**src/rtl/cpu_ctrl_pkg.sv**
```systemverilog
// Shared definitions for the multi-cycle controller: FSM states, opcode map and idle ALU code.
// Build option CTRL_ILLEGAL_TRAP_EN (used by multicycle_control) traps reserved opcodes.
package cpu_ctrl_pkg;

  typedef enum logic [2:0] {
    StIdle,
    StFetch,
    StDecode,
    StExec,
    StMem,
    StWb,
    StHalt
  } ctrl_state_e;

  localparam logic [3:0] OP_ADDI_R = 4'b0000;
  localparam logic [3:0] OP_SLL    = 4'b0001;
  localparam logic [3:0] OP_SLR    = 4'b0010;
  localparam logic [3:0] OP_MOV    = 4'b0011;
  localparam logic [3:0] OP_OR     = 4'b0100;
  localparam logic [3:0] OP_XOR    = 4'b0101;
  localparam logic [3:0] OP_ADD    = 4'b0110;
  localparam logic [3:0] OP_ADDI   = 4'b0111;
  localparam logic [3:0] OP_BNE    = 4'b1000;
  localparam logic [3:0] OP_BEQ    = 4'b1001;
  localparam logic [3:0] OP_MOVI   = 4'b1010;
  localparam logic [3:0] OP_SW     = 4'b1011;
  localparam logic [3:0] OP_LW     = 4'b1100;
  localparam logic [3:0] OP_HALT   = 4'b1110;
  localparam logic [3:0] OP_NOP    = 4'b1111;

  localparam logic [3:0] ALUOP_NOP = 4'b1111;

endpackage

```
**src/rtl/mem_wait_timer.sv**
```systemverilog
// Counts MEM cycles spent without mem_ready; expired flags the cycle whose increment hits LIMIT.
module mem_wait_timer #(
  parameter int unsigned LIMIT = 15
) (
  input  logic clk,
  input  logic rst_n,
  input  logic clear,
  input  logic enable,
  output logic expired
);

  logic [7:0] r_count;

  always_ff @(posedge clk) begin
    if (!rst_n) begin
      r_count <= 8'd0;
    end else if (clear) begin
      r_count <= 8'd0;
    end else if (enable) begin
      r_count <= r_count + 8'd1;
    end
  end

  // Widened compare so LIMIT=255 cannot wrap.
  assign expired = enable && (({1'b0, r_count} + 9'd1) == 9'(LIMIT));

endmodule

```
**src/rtl/multicycle_control.sv**
```systemverilog
// Multi-cycle FETCH/DECODE/EXEC/MEM/WB controller with memory handshake timeout and halt.
// Define CTRL_ILLEGAL_TRAP_EN to trap reserved opcodes (err + HALT) instead of running them as NOP.
module multicycle_control
  import cpu_ctrl_pkg::*;
#(
  parameter int unsigned OPW         = 4,
  parameter int unsigned MEM_TIMEOUT = 15
) (
  input  logic           clk,
  input  logic           rst_n,
  input  logic           start,
  input  logic [OPW-1:0] instr,
  input  logic           equal,
  input  logic           mem_ready,
  output logic           pc_en,
  output logic           ir_write,
  output logic           RegDst,
  output logic           Branch,
  output logic           MemtoReg,
  output logic           MemRead,
  output logic           MemWrite,
  output logic           ALUsrc,
  output logic           RegWrite,
  output logic [OPW-1:0] ALUOp,
  output logic           busy,
  output logic           err
);

  localparam logic [OPW-1:0] AluOpIdle = {OPW{ALUOP_NOP[0]}};

  ctrl_state_e    r_state, w_state_next;
  logic [OPW-1:0] r_op;
  logic           r_err;
  logic           w_trap, w_expired;

  function automatic logic is_op(input logic [OPW-1:0] op, input logic [3:0] code);
    return op == OPW'(code);
  endfunction

  // Decode of the incoming opcode, used only for the DECODE branch.
  logic w_in_nop, w_in_halt, w_in_rsvd;
  assign w_in_nop  = is_op(instr, OP_NOP);
  assign w_in_halt = is_op(instr, OP_HALT);
  assign w_in_rsvd = !(is_op(instr, OP_ADDI_R) || is_op(instr, OP_SLL) || is_op(instr, OP_SLR) ||
                       is_op(instr, OP_MOV) || is_op(instr, OP_OR) || is_op(instr, OP_XOR) ||
                       is_op(instr, OP_ADD) || is_op(instr, OP_ADDI) || is_op(instr, OP_BNE) ||
                       is_op(instr, OP_BEQ) || is_op(instr, OP_MOVI) || is_op(instr, OP_SW) ||
                       is_op(instr, OP_LW) || w_in_halt || w_in_nop);

  // Decode of the latched opcode, drives all datapath strobes.
  logic w_lw, w_sw, w_beq, w_bne, w_reg_dst, w_alu_src;
  assign w_lw      = is_op(r_op, OP_LW);
  assign w_sw      = is_op(r_op, OP_SW);
  assign w_beq     = is_op(r_op, OP_BEQ);
  assign w_bne     = is_op(r_op, OP_BNE);
  assign w_reg_dst = is_op(r_op, OP_ADDI_R) || is_op(r_op, OP_SLL) || is_op(r_op, OP_SLR) ||
                     is_op(r_op, OP_MOV) || is_op(r_op, OP_OR) || is_op(r_op, OP_XOR) ||
                     is_op(r_op, OP_ADD) || w_lw;
  assign w_alu_src = is_op(r_op, OP_ADDI_R) || is_op(r_op, OP_SLL) || is_op(r_op, OP_SLR) ||
                     is_op(r_op, OP_ADDI) || is_op(r_op, OP_MOVI) || w_sw || w_lw;

  mem_wait_timer #(
    .LIMIT (MEM_TIMEOUT)
  ) u_mem_wait_timer (
    .clk     (clk),
    .rst_n   (rst_n),
    .clear   (r_state != StMem),
    .enable  ((r_state == StMem) && !mem_ready),
    .expired (w_expired)
  );

  always_comb begin
    w_state_next = r_state;
    w_trap       = 1'b0;
    unique case (r_state)
      StIdle:   if (start) w_state_next = StFetch;
      StFetch:  w_state_next = StDecode;
      StDecode: begin
        if (w_in_nop) begin
          w_state_next = StFetch;
        end else if (w_in_halt) begin
          w_state_next = StHalt;
        end else if (w_in_rsvd) begin
`ifdef CTRL_ILLEGAL_TRAP_EN
          w_state_next = StHalt;
          w_trap       = 1'b1;
`else
          w_state_next = StFetch;
`endif
        end else begin
          w_state_next = StExec;
        end
      end
      StExec: begin
        if (w_lw || w_sw)        w_state_next = StMem;
        else if (w_beq || w_bne) w_state_next = StFetch;
        else                     w_state_next = StWb;
      end
      // mem_ready wins over a simultaneous timeout.
      StMem: begin
        if (mem_ready)      w_state_next = w_lw ? StWb : StFetch;
        else if (w_expired) w_state_next = StHalt;
      end
      StWb:    w_state_next = StFetch;
      StHalt:  w_state_next = StHalt;
      default: w_state_next = StIdle;
    endcase
  end

  always_ff @(posedge clk) begin
    if (!rst_n) begin
      r_state <= StIdle;
      r_op    <= AluOpIdle;
      r_err   <= 1'b0;
    end else begin
      r_state <= w_state_next;
      if (r_state == StDecode) r_op <= instr;
      if (w_trap || w_expired) r_err <= 1'b1;
    end
  end

  always_comb begin
    pc_en    = 1'b0;
    ir_write = 1'b0;
    RegDst   = 1'b0;
    Branch   = 1'b0;
    MemtoReg = 1'b0;
    MemRead  = 1'b0;
    MemWrite = 1'b0;
    ALUsrc   = 1'b0;
    RegWrite = 1'b0;
    ALUOp    = AluOpIdle;
    busy     = (r_state != StIdle) && (r_state != StHalt);
    err      = r_err;
    case (r_state)
      StFetch: begin
        pc_en    = 1'b1;
        ir_write = 1'b1;
      end
      StExec: begin
        ALUOp  = r_op;
        RegDst = w_reg_dst;
        ALUsrc = w_alu_src;
        Branch = (w_beq && equal) || (w_bne && !equal);
      end
      StMem: begin
        ALUOp    = r_op;
        MemRead  = w_lw;
        MemWrite = w_sw;
      end
      StWb: begin
        ALUOp    = r_op;
        RegDst   = w_reg_dst;
        ALUsrc   = w_alu_src;
        MemtoReg = w_lw;
        RegWrite = 1'b1;
      end
      default: ;
    endcase
  end

endmodule

```
**config.mk**
```make
export PLATFORM = sky130hd
export DESIGN_NAME = multicycle_control
export DESIGN_NICKNAME = d
export VERILOG_FILES = /design/src/rtl/cpu_ctrl_pkg.sv /design/src/rtl/mem_wait_timer.sv /design/src/rtl/multicycle_control.sv
export SDC_FILE = /design/constraint.sdc
export NUM_CORES = 1
export LEC_CHECK = 0
export CORE_UTILIZATION = 51
export DETAILED_ROUTE_END_ITERATION = 16
export PLACE_DENSITY = 0.82
export SKIP_CTS_REPAIR_TIMING = 1
export SLEW_MARGIN = 20
export SYNTH_ARGS = -nofsm -noshare
export SYNTH_HDL_FRONTEND = slang
export SYNTH_SLANG_ARGS = --single-unit
```
**constraint.sdc**
```tcl
create_clock -name clk -period 2.4 [get_ports clk]
set_input_delay 0.72 -clock clk [delete_from_list [all_inputs] [get_ports clk]]
set_output_delay 0.72 -clock clk [all_outputs]
set_load 0.1 [all_outputs]
```
==> results.md <==
* Slew headroom at between 50% and 60%
* Fin crit share at 97.1%
* Die ar. at 2090 um^2
* H-tree levels at 1
* Routed length on met2 at 1490 um
* Synthesized netlist cell count at 129
* Inst Count DP at 173
* Status: finished, final reports clean
* Clock tree sinks at 16
* Number of synthesis warnings at 0
* Worst Path Arrival at approximately 1.6 ns
* DR WL/cell at 15.7 um
* Total Power at around 1.6 mW
* Final hold vios at 0
* Seq/Total Area, Yosys at 32.8%
* Post-route DRC violation count at 0
* Clk_lat worst skew at 0.30 ns
* Max-Cap Viols at 0
* Data required, critical path at 1.68 ns
* Total grt overflow at 0
* Total Nets Final at 164
* Worst Max-Slew Pin Slew at 0.702 ns
* First DRT Iteration DRCs at 28
* Setup WS post-layout at 0.0699 ns
* Die height at 45.8 um
* Crit-path cells: or3b_2, nor3_4, buf_12
* Max Fanout on Critical Path at 7
* Initial antenna violation count at 0
* R2r setup slk at 0.63 ns
* Final ANT Viol Nets at 0
* Met1 WL at 1080 um
* Slew Limit Fails at 0
* Die X-Extent at between 40 and 50 um
* Final instance area at 1480 um^2
* Mapped Area at 977 um^2
* Area post-placement at 1400 um^2
* R2R depth at 4
* Most frequent cells in the layout: 15 x nor2_1, 14 x buf_12, 11 x nand2_1, 11 x dfxtp_1, 9 x o21ai_0
* Slowest CP cell: or3b_2
* Crit end category: output port
* Clock period minus worst slack at 2.33 ns
* CTS root buffer: clkbuf_4
* Dpl ws at -0.0296 ns
* Crit-path max cell delay at roughly 0.52 ns
* Tot GR Track Use at 30.0%
* FF+latch area at around 330 um^2
* Area growth syn-to-layout at 51.0%
* Diode count at 0
* Routed wire length at 2770 um
* Share of layout cells above drive strength 1 at 26.3%
* DRT Pass-1 Iters at 4
* Fin cells at 177
* Port bufs at 23
* Layout Utilization at 83.6%
* Syn nets at 140
* Bufs and invs on worst path at 1
* Mapped Avg Cell Area at between 7 and 8 um^2
* Vias per cell at 5.91
* FF+latch count, synth at 16
* P per Cell Area at 1090 nW/um^2
* Area of the multi-input gates at 669 um^2
* Initial cell density of the core at between 50 and 60%
* Leak at slightly below 0.6 nW
* CTS tree: built
* Core footprint at 1760 um^2
* RSZ-0062 raised after global routing: no
* Worst path depth at 3
* Global-route wire length before repair at 4400 um
* Most common cell after layout, fill and taps aside: nor2_1
* Critical path's top delay family: simple AND/OR/NAND/NOR gates
* Peak Freq at 429 MHz
* I/O pins at 24
* CTS Buf Count at 3
* Worst VDD drop at around 1300 uV
* Clk slew on worst S/H paths at 0.10 ns
* Met3 wire len at between 100 and 150 um
* Number of global-route vias before repair at 926
* Clock skew at 0.00269 ns
* Gpl congestion at 0.804
* Kind of critical path: reg -> out
* Hold Crit Depth at 2
* Largest net degree at the start of global routing at 12
* Worst Hold Class: reg -> reg
* Fillers at 113
* Row count at 15
* Final setup viols at 0
* Clock Path Buffers at 2
* Unique masters post-synth at 33
* Vias at 1046
* Worst setup SP type: register
* DP HPWL at ~2000 um
* Highest routed layer: met4
-- report_power, final --
part	switching, mW	internal (mW)	leakage [nW]	total (mW)
Clock	0.0949	0.0926	0.0210	0.188
Combinational	0.638	0.364	0.426	1.00
Sequential	0.0965	0.324	0.130	0.420
Total	0.829	0.781	0.576	1.61
-- sequential cells by signal, summed over array words and instances (netlist names) --
register and cells:
r_state 3, u_mem_wait_timer.r_count 8, r_op 4, err 1
-- metal layers --
layer	vias to the layer above	global-route usage, %
met5	-	0
met4	0	9.41
met3	15	5.95
met2	42	56.6
met1	496	33.3
li1	493	-
-- kinds of logic after synthesis --
group,share of synthesized area [%]
AO/OA/AOI/OAI,17.8
XOR/XNOR,7.17
adder cells (fa/ha/maj),2.56
buffers and inverters,4.61
flip-flops,32.8
AND/OR/NAND/NOR,35.1
-- per-stage QoR --
step	TNS [ns]	hold slack (ns)
after floorplan	-0.343	0.475
after global placement	-0.0284	0.446
after detailed placement	-0.0296	0.446
after CTS	-0.408	0.469
after global routing	0	0.506
final	0	0.463
-- worst min-delay path, stage by stage, from the launching register on --
cell and delay, ns:
dfxtp_1 0.34, nand2_1 0.04, o21ai_0 0.05
-- path summary, 6_finish.rpt --
kind                                                                from                      end
worst max-delay path                                r_op[1]$_SDFFE_PN1P_                   Branch
worst min-delay path                                    err$_SDFFE_PN0P_         err$_SDFFE_PN0P_
worst max register to register  u_mem_wait_timer.r_count[1]$_SDFFE_PP0P_  r_state[1]$_SDFFE_PN0P_
worst min register to register                          err$_SDFFE_PN0P_         err$_SDFFE_PN0P_
-- final cells by class --
class	count	share of cell area (%)
multi-input combinational	102	45.4
timing repair buffer	26	26.6
sequential	16	22.1
clock buffer	4	2.46
tap	25	2.12
inverter	4	1.27
-- Yosys cell counts, drive strengths merged --
master	count	area (um^2)
or3	1	6.26
and3b	3	26.3
ha	2	25.0
and3	3	18.8
nand2	12	45.0
nand4b	1	8.76
clkbuf	6	22.5
nand4	1	6.26
a211o	2	17.5
o22ai	1	6.26
o21bai	1	7.51
dfxtp	16	320
or3b	1	8.76
a21oi	6	30.0
nand3	6	30.0
a221oi	1	15.0
inv	4	15.0
xnor2	1	8.76
a31oi	2	12.5
nor2b	5	31.3
a21boi	2	15.0
nand2b	8	50.1
nor2	17	63.8
o41ai	1	8.76
buf	1	7.51
o211ai	1	7.51
nor3b	1	7.51
o31a	1	8.76
or4b	1	10.0
xor2	7	61.3
nor3	3	15.0
nand3b	2	15.0
o21ai	9	45.0
Power figures use the tool's default switching activity.
